`src/rtl/mem_arbiter.sv`:
```
// mem_arbiter: shares one external memory port between instruction fetch and
// the MEM-stage data access. One transaction in flight; MEM wins arbitration
// unless IF has been passed over STARVE_MAX times in a row.
module mem_arbiter #(
    parameter int unsigned ADDR_W     = 64,
    parameter int unsigned DATA_W     = 64,
    parameter int unsigned STARVE_MAX = 4
) (
    input  logic                  clk,
    input  logic                  rst,
    // instruction fetch port
    input  logic                  if_req,
    input  logic [ADDR_W-1:0]     if_addr,
    output logic [DATA_W-1:0]     if_rdata,
    output logic                  if_valid,
    // data access port
    input  logic                  mem_req,
    input  logic                  mem_we,
    input  logic [ADDR_W-1:0]     mem_addr,
    input  logic [DATA_W-1:0]     mem_wdata,
    input  logic [DATA_W/8-1:0]   mem_wmask,
    output logic [DATA_W-1:0]     mem_rdata,
    output logic                  mem_valid,
    // external bus
    output logic                  bus_req,
    output logic                  bus_we,
    output logic [ADDR_W-1:0]     bus_addr,
    output logic [DATA_W-1:0]     bus_wdata,
    output logic [DATA_W/8-1:0]   bus_wmask,
    input  logic                  bus_ready,
    input  logic                  bus_rvalid,
    input  logic [DATA_W-1:0]     bus_rdata,
    // pipeline control
    output logic                  stall_if,
    output logic                  stall_mem
);

    localparam int unsigned CNT_W = (STARVE_MAX > 0) ? $clog2(STARVE_MAX + 1) : 1;
    localparam logic [CNT_W-1:0] StarveLimit = CNT_W'(STARVE_MAX);

    typedef enum logic [1:0] {StIdle, StReq, StWait, StDone} stateT;

    stateT            state, stateNext;
    logic             winnerMem;
    logic             grantMem, grantIf;
    logic [CNT_W-1:0] starveCnt, starveCntNext;

    // Arbitration: only in IDLE; MEM wins unless IF has hit the starvation limit.
    always_comb begin
        grantMem = 1'b0;
        grantIf  = 1'b0;
        if (state == StIdle) begin
            if (mem_req && !(if_req && starveCnt == StarveLimit)) begin
                grantMem = 1'b1;
            end else if (if_req) begin
                grantIf = 1'b1;
            end
        end
    end

    // Next-state logic for the single-outstanding-transaction sequencer.
    always_comb begin
        stateNext = state;
        unique case (state)
            StIdle: if (grantMem || grantIf) stateNext = StReq;
            StReq:  if (bus_ready) stateNext = bus_we ? StDone : StWait;
            StWait: if (bus_rvalid) stateNext = StDone;
            StDone: stateNext = StIdle;
        endcase
    end

    // Starvation count: MEM grants that passed over a waiting IF, saturating.
    always_comb begin
        starveCntNext = starveCnt;
        if (grantIf) begin
            starveCntNext = '0;
        end else if (grantMem) begin
            if (!if_req) begin
                starveCntNext = '0;
            end else if (starveCnt != StarveLimit) begin
                starveCntNext = starveCnt + CNT_W'(1);
            end
        end
    end

    // State and starvation counter registers.
    always_ff @(posedge clk) begin
        if (rst) begin
            state     <= StIdle;
            starveCnt <= '0;
        end else begin
            state     <= stateNext;
            starveCnt <= starveCntNext;
        end
    end

    // Latch the winner and its request fields at grant; held until the next grant.
    always_ff @(posedge clk) begin
        if (rst) begin
            winnerMem <= 1'b0;
            bus_we    <= 1'b0;
            bus_addr  <= '0;
            bus_wdata <= '0;
            bus_wmask <= '0;
        end else if (grantMem) begin
            winnerMem <= 1'b1;
            bus_we    <= mem_we;
            bus_addr  <= mem_addr;
            bus_wdata <= mem_wdata;
            bus_wmask <= mem_wmask;
        end else if (grantIf) begin
            // fetches are always reads
            winnerMem <= 1'b0;
            bus_we    <= 1'b0;
            bus_addr  <= if_addr;
            bus_wdata <= '0;
            bus_wmask <= '0;
        end
    end

    // Capture read response only in WAIT; responses in any other state are dropped.
    always_ff @(posedge clk) begin
        if (rst) begin
            if_rdata  <= '0;
            mem_rdata <= '0;
        end else if (state == StWait && bus_rvalid) begin
            if (winnerMem) begin
                mem_rdata <= bus_rdata;
            end else begin
                if_rdata <= bus_rdata;
            end
        end
    end

    assign bus_req   = (state == StReq);
    assign if_valid  = (state == StDone) && !winnerMem;
    assign mem_valid = (state == StDone) && winnerMem;
    assign stall_if  = if_req & ~if_valid;
    assign stall_mem = mem_req & ~mem_valid;

endmodule
```
`config.mk`:
```
export PLATFORM = sky130hd
export DESIGN_NAME = mem_arbiter
export DESIGN_NICKNAME = d
export VERILOG_FILES = /design/src/rtl/mem_arbiter.sv
export SDC_FILE = /design/constraint.sdc
export NUM_CORES = 1
export LEC_CHECK = 0
export CELL_PAD_IN_SITES_DETAIL_PLACEMENT = 1
export CELL_PAD_IN_SITES_GLOBAL_PLACEMENT = 1
export CORE_MARGIN = 10
export CORE_UTILIZATION = 28
export CTS_CLUSTER_DIAMETER = 50
export DETAILED_ROUTE_END_ITERATION = 7
export GPL_TIMING_DRIVEN = 0
export MAX_ROUTING_LAYER = met4
export PLACE_DENSITY_LB_ADDON = 0.15
export SLEW_MARGIN = 15
export SYNTH_ARGS = -nofsm -noshare
export SYNTH_HDL_FRONTEND = slang
export SYNTH_SLANG_ARGS = --single-unit
```
`constraint.sdc`:
```
create_clock -name clk -period 1.97 [get_ports clk]
set_clock_uncertainty 0.2 [all_clocks]
set_input_delay 0.4925 -clock clk [delete_from_list [all_inputs] [get_ports clk]]
set_output_delay 0.4925 -clock clk [all_outputs]
set_load 0.01 [all_outputs]
```
==> impl_metrics.csv, run 1 <==
group,metric,value,unit
cells_and_area,syn2layout_area_growth,71.30,%
synth,syn_avg_cell_area,8.172,µm²
job,max-cap-violations,0,
synth,synthArstFlopShare,0,
grt,gr-total-overflow,0,
pwr,p_leak,7.562,nW
pwr,pwr-share-clk,0.328,
timing,drv_slew,0,
synth,synth-edff-count,0,
clocking,h-tree-depth,2,
synth,synth.mux.area_fraction,0,
synth,synth_xor_area_frac,0,
worst_setup_path,cp.required,1280,ps
pwr,power_frac_seq,0.320,
placed_design,gp_congestion,0.9013,
clocking,cts_buffer_depth,3,
cells_and_area,multi_input_area,0.004928,mm²
die,dieWidth,216.5,µm
timing,fin_ws,-171.1,ps
routing,drt_first_iter_violations,548,
worst_setup_path,cp_max_fo,4,
synth,yosys.area_share.adder,0.008101,
cells_and_area,drive_gt1_frac,0.1269,
timing,hold_violations,0,
worst_setup_path,rr_startpoint,"state[1]",
clocking,ctsHoldBuffers,0,
synth,synth.most_common_cell,"nand2_1",
clocking,cts_tree,"done",
routing,firstDrtPassIters,5,
timing,tns,-596.7,ps
routing,ant_nets,0,
placed_design,dp.final_hpwl,44910,µm
grt,grt_usage,0.2428,
clocking,insertion_delay,520,ps
grt,grt_pass1_vias,13250,
die,fp.dieArea,0.04687,mm²
synth,syn_nets,1601,
worst_setup_path,crit_path_start_kind,"flip-flop",
synth,yosysTopAreaCell,"dfxtp_1",
grt,grt_max_degree,20,
synth,synth_top_family_by_area,"simple AND/OR/NAND/NOR gates",
worst_setup_path,reg2reg_depth,9,
timing,setup_viol,6,
synth,synth_flop_cell,"dfxtp_1",
routing,vias_per_cell,4.982,
synth,synthCells,1323,
timing,hold_ws,248.6,ps
pwr,p_sw_frac,0.3506,
grt,grt_first_pass_wirelength,85180,µm
die,start_util,0.2857,
worst_hold_path,min_path_type,"reg -> reg",
synth,synth_area,0.01081,mm²
die,rows,71,
clocking,root_buffer,"clkbuf_16",
routing,drc_errors,0,
routing,route.detailed.wl_per_inst,23.69,µm
worst_hold_path,holdPathStages,2,
timing,max_clock_freq,0.4670,GHz
timing,period_needed,2141,ps
worst_setup_path,endpoint,"stall_mem",
routing,dr_total_vias,12320,
synth,synth_commonest_cells,"nand2_1 (328), dfxtp_1 (271), a21oi_1 (207), nand3_1 (140), buf_2 (79)",
clocking,cts.sinks,271,
clocking,numCtsBuffers,40,
worst_hold_path,min-delay-start,"if_rdata[58]",
pwr,p_sw,0.007621,W
synth,synth_simple_gate_area_share,0.2205,
clocking,clkTransAtPathRegs,60,ps
pwr,pwr-share-comb,0.352,
synth,yosysWarnings,0,
synth,ys_top_cells_by_area,"dfxtp_1 (50%), nand2_1 (11%), a21oi_1 (9.6%)",
worst_setup_path,cp.arrival,1450,ps
die,pin_count,541,
grt,antenna_found_initial,23,
worst_setup_path,path_class,"reg -> out",
synth,synth_top_area_frac,0.5018,
status,violations,"setup timing",
placed_design,portBuffers,538,
cells_and_area,seqCellArea,0.005435,mm²
synth,synth_seq_cells,271,
timing,tightest_slew,772.8,ps
worst_setup_path,critPathLaunch,"state[0]",
die,coreArea,0.03784,mm²
synth,synth-compound-area-share,0.2015,
routing,wirelength,58550,µm
timing,rsz0062_at_grt,"true",
cells_and_area,fin_nets,2189,
synth,yosysUniqueCellTypes,25,
status,status,"complete, but fails checks",
placed_design,pre_cts_slack,-675.3,ps
cells_and_area,n_fill_cell,4566,
timing,maxSlewHeadroom,0.4848,
pwr,power_density,1174,mW/mm²
pwr,power,0.02174,W
worst_setup_path,worst_setup_path_end_kind,"primary output",
die,dieHeight,216.5,µm
synth,yosysSeqAreaShare,0.5018,
worst_setup_path,rr_endpoint,"bus_wmask[1]",
pwr,ir_drop,0.6939,mV
worst_setup_path,rrSetupSlack,-10,ps
timing,fin_crit_sh,1.087,
pwr,p_int,0.01411,W
[cell type report]
cell class                 instances  share of cell area
inverter                           4            0.001081
sequential                       271              0.2935
tap                              511             0.03452
clock inverter                    17             0.01034
buffer                           139             0.05155
antenna                           23            0.003108
timing repair buffer             548              0.2795
multi-input combinational        907              0.2661
clock buffer                      52             0.06033
[placed cells by master (no fill, tap or decap), types with 5 or more instances in the layout]
master	instances
clkbuf_2	12
clkbuf_4	15
a21oi_1	206
clkbuf_8	5
dlygate4sd2_1	250
a311oi_1	43
clkbuf_1	38
buf_4	36
clkdlybuf4s15_1	9
o211ai_1	73
dfxtp_1	267
diode_2	23
clkbuf_16	42
nand3_1	139
nor3_2	12
nor3_1	52
buf_6	31
nand2_1	325
clkdlybuf4s50_1	267
a311oi_2	22
clkinv_2	6
buf_2	26
[critical path: stages (launching register included)]
cell,delay (ps)
dfxtp_4,370
ha_4,160
and2_4,160
nor2b_4,110
buf_6,120
[sequential cells by signal, indices dropped and copies added, names as in the netlist]
name,flops
bus_addr,64
bus_wdata,64
if_rdata,64
mem_rdata,64
bus_wmask,8
starveCnt,3
state,2
bus_we,1
winnerMem,1
[power by group through the flow]
stage | logic, W | clock network (W) | registers (W)
final | 0.00765 | 0.00714 | 0.00695
after floorplan | 0.00296 | 0 | 0.00736
after detailed placement | 0.00730 | 0 | 0.00704
after global placement | 0.00722 | 0 | 0.00701
after CTS | 0.00710 | 0.00726 | 0.00695
after global routing | 0.00831 | 0.00750 | 0.00706
[how the worst min path moves through the flow]
stage	endpoint	slack, ps
2_1_floorplan	starveCnt[1]	250
3_3_place_gp	if_rdata[58]	240
3_5_place_dp	mem_rdata[38]	250
4_1_cts	mem_rdata[38]	250
5_1_grt	mem_rdata[11]	270
6_report	if_rdata[58]	250
[cells by family after synthesis]
| family | after synthesis |
|---|---|
| AND/OR/NAND/NOR | 551 |
| AO/OA/AOI/OAI | 349 |
| flip-flops | 271 |
| buffers and inverters | 145 |
| adder cells (fa/ha/maj) | 7 |
[routing by layer]
metal	up-vias	global-route usage	wire length, µm
li1	5878	-	-
met1	5919	0.2517	22120
met2	428	0.4004	28800
met3	91	0.1060	5835
met4	0	0.09438	1793
met5	-	-	0
[timing repair]
item                                    CTS  global route
resized for setup                       363           132
pin swaps                                 2            12
endpoints found under the hold margin     0             0
buffers inserted                          3             6
cloned                                    0             1
endpoints found under the setup margin  466           265
[per-stage QoR]
| stage | area [µm²] | instances | utilization |
|---|---|---|---|
| final | 18520 | 2472 | 0.4894 |
| after global routing | 18520 | 2472 | 0.4894 |
| after CTS | 18030 | 2443 | 0.4765 |
| after detailed placement | 16840 | 2372 | 0.4449 |
| after global placement | 16840 | 2372 | 0.4449 |
| after floorplan | 10810 | 1323 | - |
Note: power is estimated with default switching activity, not from simulation.
==> run 2, diff against run 1 <==
- GPL_TIMING_DRIVEN: 0 -> default
==> run 2 against run 1 <==
Net effect: cell area up 0.80%; worst setup slack got worse by 47 ps; the run still ends with setup timing left; global-route usage decreased by 0.91 points; combinational power up 2%; core utilization grew 0.39 points; largest cell class unchanged; clock-buffer cell count grew 1; clock power increased by 9.8%; sequential power fell by 0.7%; via count decreased by 0.99%.
==> impl_metrics.csv, run 2 (synthesis results as in run 1) <==
group,metric,value,unit
status,status,"complete, but fails checks",
status,violations,"setup timing",
worst_setup_path,cp.arrival,1500,ps
pwr,power,0.02250,W
clocking,clkTransAtPathRegs,60,ps
worst_setup_path,worst_setup_path_end_kind,"primary output",
worst_hold_path,min_path_type,"in -> reg",
timing,fin_crit_sh,1.111,
routing,vias_per_cell,5.056,
routing,wirelength,56890,µm
worst_setup_path,rrSetupSlack,40,ps
grt,grt_pass1_vias,12880,
placed_design,portBuffers,540,
grt,grt_usage,0.2337,
worst_setup_path,cp_max_fo,2,
job,max-cap-violations,0,
clocking,h-tree-depth,2,
timing,hold_violations,0,
timing,tightest_slew,425.5,ps
pwr,p_sw_frac,0.3405,
grt,gr-total-overflow,0,
routing,dr_total_vias,12190,
timing,maxSlewHeadroom,0.7133,
routing,drc_errors,0,
timing,drv_slew,0,
timing,max_clock_freq,0.4569,GHz
worst_setup_path,crit_path_start_kind,"flip-flop",
clocking,numCtsBuffers,40,
die,coreArea,0.03784,mm²
die,dieWidth,216.5,µm
pwr,pwr-share-clk,0.348,
pwr,p_sw,0.007661,W
cells_and_area,final_cell_mix,"nand2_1 (325), dfxtp_1 (268), clkdlybuf4s50_1 (268), dlygate4sd2_1 (236), a21oi_1 (206)",
cells_and_area,stdcell_count,2412,
placed_design,pre_cts_slack,-572.3,ps
clocking,cts.sinks,271,
die,rows,71,
pwr,ir_drop,0.6935,mV
routing,ant_nets,0,
pwr,p_leak,7.556,nW
cells_and_area,fin_nets,2130,
cells_and_area,drive_gt1_frac,0.1083,
worst_setup_path,cp.required,1280,ps
cells_and_area,syn2layout_area_growth,72.68,%
routing,drt_first_iter_violations,558,
clocking,root_buffer,"clkbuf_16",
timing,rsz0062_at_grt,"true",
routing,route.detailed.wl_per_inst,23.58,µm
clocking,insertion_delay,560,ps
pwr,power_density,1205,mW/mm²
routing,firstDrtPassIters,5,
grt,antenna_found_initial,17,
placed_design,dp.final_hpwl,41260,µm
pwr,pwr-share-comb,0.345,
pwr,p_int,0.01484,W
placed_design,dpl.cell_count,2311,
timing,period_needed,2189,ps
timing,fin_ws,-218.6,ps
timing,tns,-718.9,ps
cells_and_area,mostFrequentLayoutCell,"nand2_1",
clocking,cts_tree,"done",
die,pin_count,541,
placed_design,dpl_cell_area,0.01715,mm²
grt,grt_max_degree,63,
grt,grt_first_pass_wirelength,82450,µm
clocking,cts_buffer_depth,3,
pwr,power_frac_seq,0.307,
die,fp.dieArea,0.04687,mm²
die,dieHeight,216.5,µm
placed_design,gp_congestion,0.8218,
die,start_util,0.2857,
worst_setup_path,path_class,"reg -> out",
cells_and_area,design_area,0.01867,mm²
timing,setup_viol,5,
[run 2: changes by cell type in the layout (fill, tap and decap cells not counted), sizes merged]
cell,delta
bufinv,+4
clkbuf,-54
dlygate4sd2,-14
diode,-6
clkdlybuf4s50,+1
clkdlybuf4s15,+16
inv,+1
buf,-6
clkinvlp,-1
dlymetal6s2s,-1
[run 2: area by class of cell]
type | instances | area (µm²)
Inverter | 4 | 22.52
Antenna cell | 17 | 42.54
Timing Repair Buffer | 628 | 6270
Multi-Input combinational cell | 907 | 4816
Tap cell | 511 | 639.4
Sequential cell | 271 | 5431
Clock buffer | 53 | 1131
Clock inverter | 21 | 316.6
Fill cell | 4548 | 19170
[run 2: routing by layer]
layer / track usage / wire length [µm] / vias to the layer above / part of all wire
li1: - / - / 5751 / -
met1: 0.2542 / 22280 / 5958 / 0.39
met2: 0.3894 / 28500 / 410 / 0.50
met3: 0.08872 / 4877 / 75 / 0.086
met4: 0.07131 / 1224 / 0 / 0.022
met5: - / 0 / - / 0
[run 2: worst max-delay path, stage by stage (launching register included)]
cell and delay (ps):
dfxtp_2 340, ha_4 160, nor2b_4 130, nor2b_2 150, buf_2 160
[run 2: timing repair]
action / in CTS / in global routing
resized for setup: 342 / 27
hold buffers: 0 / 0
pin swaps: 2 / 3
setup endpoints to repair: 403 / 114
gates cloned: 0 / 3
setup buffers: 3 / 5
hold endpoints to repair: 0 / 0
[run 2: worst paths after layout]
path	start	end	cells past startpoint
hold / removal	rst	bus_wdata[0]	2
setup / recovery	state[0]	stall_if	4
hold reg to reg	mem_rdata[41]	mem_rdata[41]	2
setup reg to reg	state[0]	if_rdata[51]	9
[run 2: power groups by stage]
stage | Clock, W | Combinational, W | Sequential [W]
global placement | 0 | 0.00778 | 0.00694
global route | 0.00826 | 0.00836 | 0.00700
floorplan | 0 | 0.00296 | 0.00736
CTS | 0.00802 | 0.00748 | 0.00689
finish | 0.00784 | 0.00777 | 0.00690
detailed placement | 0 | 0.00786 | 0.00699
[run 2: metrics by stage]
step	hold slack [ps]	utilization
6_report	132.6	0.4933
5_1_grt	132.6	0.4933
4_1_cts	112.5	0.4863
3_5_place_dp	246.1	0.4533
3_3_place_gp	240.6	0.4533
2_1_floorplan	248.6	-
